--- src/rtl/wshb_arbiter.sv ---
// Two-master round-robin Wishbone arbiter: registers a grant, holds it for the
// owner's whole cycle and muxes the owner's request/response path to the slave.
module wshb_arbiter #(
  parameter int ADDR_W = 32,
  parameter int DATA_W = 32
) (
  input  logic                  clk,
  input  logic                  rst_n,
  input  logic                  m0_cyc,
  input  logic                  m0_stb,
  input  logic                  m0_we,
  input  logic [ADDR_W-1:0]     m0_adr,
  input  logic [DATA_W-1:0]     m0_dat_w,
  input  logic [DATA_W/8-1:0]   m0_sel,
  input  logic [2:0]            m0_cti,
  input  logic [1:0]            m0_bte,
  output logic                  m0_ack,
  output logic [DATA_W-1:0]     m0_dat_r,
  input  logic                  m1_cyc,
  input  logic                  m1_stb,
  input  logic                  m1_we,
  input  logic [ADDR_W-1:0]     m1_adr,
  input  logic [DATA_W-1:0]     m1_dat_w,
  input  logic [DATA_W/8-1:0]   m1_sel,
  input  logic [2:0]            m1_cti,
  input  logic [1:0]            m1_bte,
  output logic                  m1_ack,
  output logic [DATA_W-1:0]     m1_dat_r,
  output logic                  s_cyc,
  output logic                  s_stb,
  output logic                  s_we,
  output logic [ADDR_W-1:0]     s_adr,
  output logic [DATA_W-1:0]     s_dat_w,
  output logic [DATA_W/8-1:0]   s_sel,
  output logic [2:0]            s_cti,
  output logic [1:0]            s_bte,
  input  logic                  s_ack,
  input  logic [DATA_W-1:0]     s_dat_r,
  output logic [1:0]            gnt
);

  // Encoding doubles as the one-hot grant vector.
  localparam logic [1:0] IDLE   = 2'b00;
  localparam logic [1:0] GRANT0 = 2'b01;
  localparam logic [1:0] GRANT1 = 2'b10;

  logic [1:0] state_q, state_d;
  logic       last_q, last_d;

  always_comb begin
    state_d = state_q;
    case (state_q)
      GRANT0: begin
        if (!m0_cyc) state_d = m1_cyc ? GRANT1 : IDLE;
      end
      GRANT1: begin
        if (!m1_cyc) state_d = m0_cyc ? GRANT0 : IDLE;
      end
      default: begin
        if (m0_cyc && m1_cyc) state_d = last_q ? GRANT0 : GRANT1;
        else if (m0_cyc)      state_d = GRANT0;
        else if (m1_cyc)      state_d = GRANT1;
        else                  state_d = IDLE;
      end
    endcase
  end

  always_comb begin
    last_d = last_q;
    if (state_d == GRANT0)      last_d = 1'b0;
    else if (state_d == GRANT1) last_d = 1'b1;
  end

  // last resets to 1 so master 0 wins the first tie.
  always_ff @(posedge clk or negedge rst_n) begin
    if (!rst_n) begin
      state_q <= IDLE;
      last_q  <= 1'b1;
    end else begin
      state_q <= state_d;
      last_q  <= last_d;
    end
  end

  always_comb begin
    s_cyc   = 1'b0;
    s_stb   = 1'b0;
    s_we    = 1'b0;
    s_adr   = '0;
    s_dat_w = '0;
    s_sel   = '0;
    s_cti   = '0;
    s_bte   = '0;
    case (state_q)
      GRANT0: begin
        s_cyc   = m0_cyc;
        s_stb   = m0_stb;
        s_we    = m0_we;
        s_adr   = m0_adr;
        s_dat_w = m0_dat_w;
        s_sel   = m0_sel;
        s_cti   = m0_cti;
        s_bte   = m0_bte;
      end
      GRANT1: begin
        s_cyc   = m1_cyc;
        s_stb   = m1_stb;
        s_we    = m1_we;
        s_adr   = m1_adr;
        s_dat_w = m1_dat_w;
        s_sel   = m1_sel;
        s_cti   = m1_cti;
        s_bte   = m1_bte;
      end
      default: ;
    endcase
  end

  // Ack follows the registered owner even if it already dropped cyc.
  assign m0_ack   = s_ack && (state_q == GRANT0);
  assign m1_ack   = s_ack && (state_q == GRANT1);
  assign m0_dat_r = s_dat_r;
  assign m1_dat_r = s_dat_r;
  assign gnt      = state_q;

endmodule

--- config.mk ---
export PLATFORM = sky130hd
export DESIGN_NAME = wshb_arbiter
export DESIGN_NICKNAME = d
export VERILOG_FILES = /design/src/rtl/wshb_arbiter.sv
export SDC_FILE = /design/constraint.sdc
export NUM_CORES = 1
export LEC_CHECK = 0
export BUFFER_PORTS_ARGS = -buffer_cell sky130_fd_sc_hd__clkbuf_2
export CAP_MARGIN = 10
export CORE_AREA = 2 2 129 131
export DETAILED_ROUTE_END_ITERATION = 7
export DIE_AREA = 0 0 131 133
export SYNTH_ARGS = -nofsm -noshare
export SYNTH_HDL_FRONTEND = slang
export SYNTH_SLANG_ARGS = --single-unit
--- constraint.sdc ---
create_clock -name clk -period 2.5 [get_ports clk]
set_input_delay 0.125 -clock clk [delete_from_list [all_inputs] [get_ports clk]]
set_output_delay 0.125 -clock clk [all_outputs]
set_load 0.01 [all_outputs]
### Yosys cells after proc, flatten, opt, wreduce, memory -nomap -nowiden

Cells that the tools add are included.

| word-level totals | value |
|---|---|
| flip-flop bits (word level) | 3 |
| output and inout port bits | 144 |
| bits of input ports | 187 |
| logic and storage cells | 28 |

| cells by class | value |
|---|---|
| reductions and logical operators | 4 |
| mux-type cells | 18 |
| equality and inequality tests | 4 |

Operator list:

| kind | number |
|---|---|
| one-hot mux 32 bit (2 select lines) | 2 |
| two-way mux 2 bit | 6 |
| one-hot mux 2 bit (2 select lines) | 2 |
| one-hot mux 4 bit (2 select lines) | 1 |
| one-hot mux 1 bit (2 select lines) | 3 |
| one-hot mux 3 bit (2 select lines) | 1 |
| == test 2 x 1 -> 1 bit, second input constant | 2 |
| == test 2 bit, second input constant | 2 |
| logical AND 1 bit | 3 |
| two-way mux 1 bit | 3 |
| nonzero test 2 bit | 1 |

### Logic depth before layout (Yosys ltp)

| logic depth | value |
|---|---|
| word-level depth | 7 |
| gate-level depth with buffers | 9 |
| gate-level depth less buffers | 8 |

### Worst setup path before layout

Ideal clock, no wire load.

| path | value |
|---|---|
| path kind | register to register |
| start point | reg state_q[0] (netlist: gnt[0]) |
| end point | reg last_q |
| slack | 0.695 ns |
| path buffers | 3 |
| setup time | 0.079 ns |
| data required time | 2.421 ns |
| arrival time | 1.726 ns |
| stages on the path, launching flop included | 9 |
| period minus slack after synthesis | 1.805 ns |
| path through | dfrtp_1 -> inv_1 -> ha_1 -> buf_6 -> buf_4 -> buf_2 -> a32o_1 -> ha_1 -> o21ai_0 |

| between the ends | value |
|---|---|
| longest elaborated chain between the ends | 4 |
| elaborated cells between the ends (all ways) | 9 |
| those cells by class | eq/ne: 4; mux: 4; reduce/logical: 1 |

RTL lines:

| element | RTL line | source |
|---|---|---|
| start, declared | 47 | `logic [1:0] state_q, state_d;` |
| start signal, assigned | 80 | `state_q <= state_d;` |
| == test 2 bit, or another cell as far along | 52 | `case (state_q)` |
| one-hot mux 2 bit (2 select lines) (*) | 52 |  |
| == test 2 x 1 -> 1 bit / == test 2 bit (equally long branches) | 70, 71 |  |
| two-way mux 1 bit / nonzero test 2 bit (equally long branches) | - |  |
| end signal, assigned | 81 | `last_q <= last_d;` |
| end, declared | 48 | `logic last_q, last_d;` |

Mark *: on every way between the ends. The rest lies on a longest branch, timed or not.
A chain may end at the register's enable or synchronous reset.

### Worst setup path in the final report

| path | value |
|---|---|
| start point | reg state_q[0] (netlist: gnt[0]) |
| end point | out s_adr[6] |

| between the ends | value |
|---|---|
| longest elaborated chain between the ends | 2 |
| elaborated cells between the ends (all ways) | 3 |
| those cells by class | eq/ne: 2; mux: 1 |

RTL lines:

| element | RTL line | source |
|---|---|---|
| == test 2 bit / == test 2 x 1 -> 1 bit (equally long branches) | 94 | `case (state_q)` |
| one-hot mux 32 bit (2 select lines) (*) | 94 |  |
| end, declared | 32 | `output logic [ADDR_W-1:0] s_adr,` |

Marks and branches as above.

==> metrics.txt <==
outcome complete, no violations; Seq/Total Area, Yosys 4.44%; Diodes inserted 0; Startpoint Class flip-flop; Starting Density 10.6%; asr flop ratio synth 100%; all-layer global routing usage 7.57%; Switch Pwr 1420 uW; Switching Share 56.0%; relative slew slack 70.7%; Setup Total Neg Slack 0 ns; final net count 611; Comb pwr share between 80% and 90%; WL final 7690 um; Max Freq 0.531 GHz; Final setup viols 0; main combinational cell family by area after synthesis buffers and inverters; first-pass GRT wire length 10600 um; Final ANT Viol Nets 0; drt pass-1 iters 4; Worst-Skew Late Latency between 0.2 and 0.25 ns; Setup Skew 0.0000655 ns; cell accounting for the most synthesized area a22oi_1; H-tree depth 1; crit-path max FO 42; FF+latch count, synth 3; CP Data Required Time ~2.4 ns; XOR/XNOR Fraction of Synth Area 0%; post-route setup slack 0.618 ns; Compound-Gate Fraction of Synth Area 37.0%; Site Rows 47; Die H 133 um; adder-cell share of the synthesized area 2.18%; clock buffer depth 2; Period Utilization, post-route between 70% and 80%; Post-Synth Simple-Gate Area between 10% and 20%; Final Hold Fails 0; TritonCTS Buffers 3; mapped cell area between 1500 and 2000 sq um; Vias 2439; Via density roughly 3.8; power per cell area around 950 nW/um^2; worst min path class in -> async; antenna violations before repair 0; LEAKAGE 0.00143 uW; DR WL/cell 12.0 um; number of post-CTS setup repair buffers 0; Pins Over Slew Limit 0; Layout area overhead 55.9%; GRT Residual Overflow 0; Clk pwr share 10.0%; pre-CTS WS 0.734 ns; chip width 131 um; synth unique cells 22; worst ir drop on vdd 0.000542 V; Worst-path clk slew about 0.030 ns; DP HPWL 6290 um; crit path DAT ~1.8 ns; cells after synthesis about 270; EDFF count, synth 0; minimum clock period ~1.9 ns; power share of the sequential group 4.1%; CP Capture Type output port; IO Count 331; CTS tree done; Synth area leaders a22oi_1 (33%), buf_4 (31%), nor2_1 (16%); Ys Warns 0; Core ar. around 16000 sq um; Synth top area share 32.8%; Iter 0 DRT Violations 104; post-synthesis mux area share less than 1%; share of post-route cells with drive strength above 1 between 50% and 60%; CTS Root Cell clkbuf_16; ys flop type dfrtp_1; top cells by count, synth a22oi_1 (75), nor2_1 (75), buf_4 (71), buf_2 (11), clkbuf_1 (8); PortBufs between 200 and 250; RSZ-0062 raised after global routing no; Worst-Margin Slew 0.440 ns; DRC viols 0; worst setup path category reg -> out; vias in the first global route 2138; DIE AREA about 17000 sq um; Syn Nets 457; MaxCap Viol Count 0; largest net degree at the start of global routing 77; GPL Wtd Cong 0.733; Clock Sink Count 3; Avg Cell Area, Syn 6.44 sq um; Int Pwr 1110 uW
==> repair_timing <==
| item | CTS | global route |
|---|---|---|
| setup endpoints to repair | 0 | 0 |
| hold buffers | 1 | 0 |
| gates resized for setup | 0 | 0 |
| endpoints found under the hold margin | 3 | 0 |
==> state kept, by name, summed over array words and instances, names as in the netlist <==
| signal | count |
|---|---|
| last_q | 1 |
| gnt | 2 |
==> per-stage QoR <==
step	hold slack (ns)	power, uW	cell area (sq um)	instances	util, %
after floorplan	-0.171	1690	1720	267	-
after global placement	-0.0733	2290	2590	635	16.0
after detailed placement	-0.0721	2300	2590	635	16.0
after CTS	0.247	2560	2680	640	16.6
after global routing	0.250	2820	2680	640	16.6
final	0.247	2540	2680	640	16.6
==> cell families after synthesis <==
family | after synthesis
AOI/OAI and AO/OA | 84
and+or+nand+nor | 81
adders and majority gates | 3
DFF | 3
muxes | 1
buffers and inverters | 95
==> routing by layer <==
metal	track usage, %	part of all wire (%)
met1	8.68	38
met2	12.8	46
met3	2.22	11
met4	3.49	4.3
met5	0	0
==> cell usage in the layout (no fill, tap or decap), types with 2 or more instances in the layout <==
cell       count
dfrtp_1        2
a32o_1         2
inv_1          4
nand2_1        2
a21oi_1        2
ha_2           2
nor2_1        75
clkbuf_2     234
buf_4          4
a22oi_1       75
and2_1         2
clkbuf_16      3
==> worst max-delay path, cell delays in order (launching register included) <==
cell and delay, ns:
dfrtp_1 0.41, inv_1 0.08, ha_2 0.19, buf_4 0.38, a22oi_1 0.16, nor2_1 0.14, clkbuf_2 0.15
==> power by group through the flow <==
stage / logic (uW) / clock network (uW) / registers (uW)
detailed placement: 2190 / 0 / 105
global placement: 2180 / 0 / 103
CTS: 2200 / 256 / 105
global route: 2450 / 264 / 109
floorplan: 1580 / 0 / 106
finish: 2180 / 253 / 105
==> final timing paths <==
path / endpoint / from / slack [ns] / cells past startpoint
max: s_adr[6] / gnt[0] / 0.62 / 6
max reg2reg: last_q / gnt[0] / 0.75 / 6
min: gnt[1] / rst_n / 0.25 / 2
max in group asynchronous: last_q / rst_n / 2.05 / 2
min reg2reg: last_q / last_q / 0.49 / 2
min in group clk: m1_dat_r[19] / s_dat_r[19] / 0.25 / 0
==> layout make-up <==
type,instances,area (sq um)
Inverter,4,15.0
Tap cell,220,275
Sequential cell,3,76.3
Clock buffer,4,78.8
Timing Repair Buffer,240,1230
Multi-Input combinational cell,169,1000
Fill cell,1859,13500
Note: power is estimated with default switching activity, not from simulation.
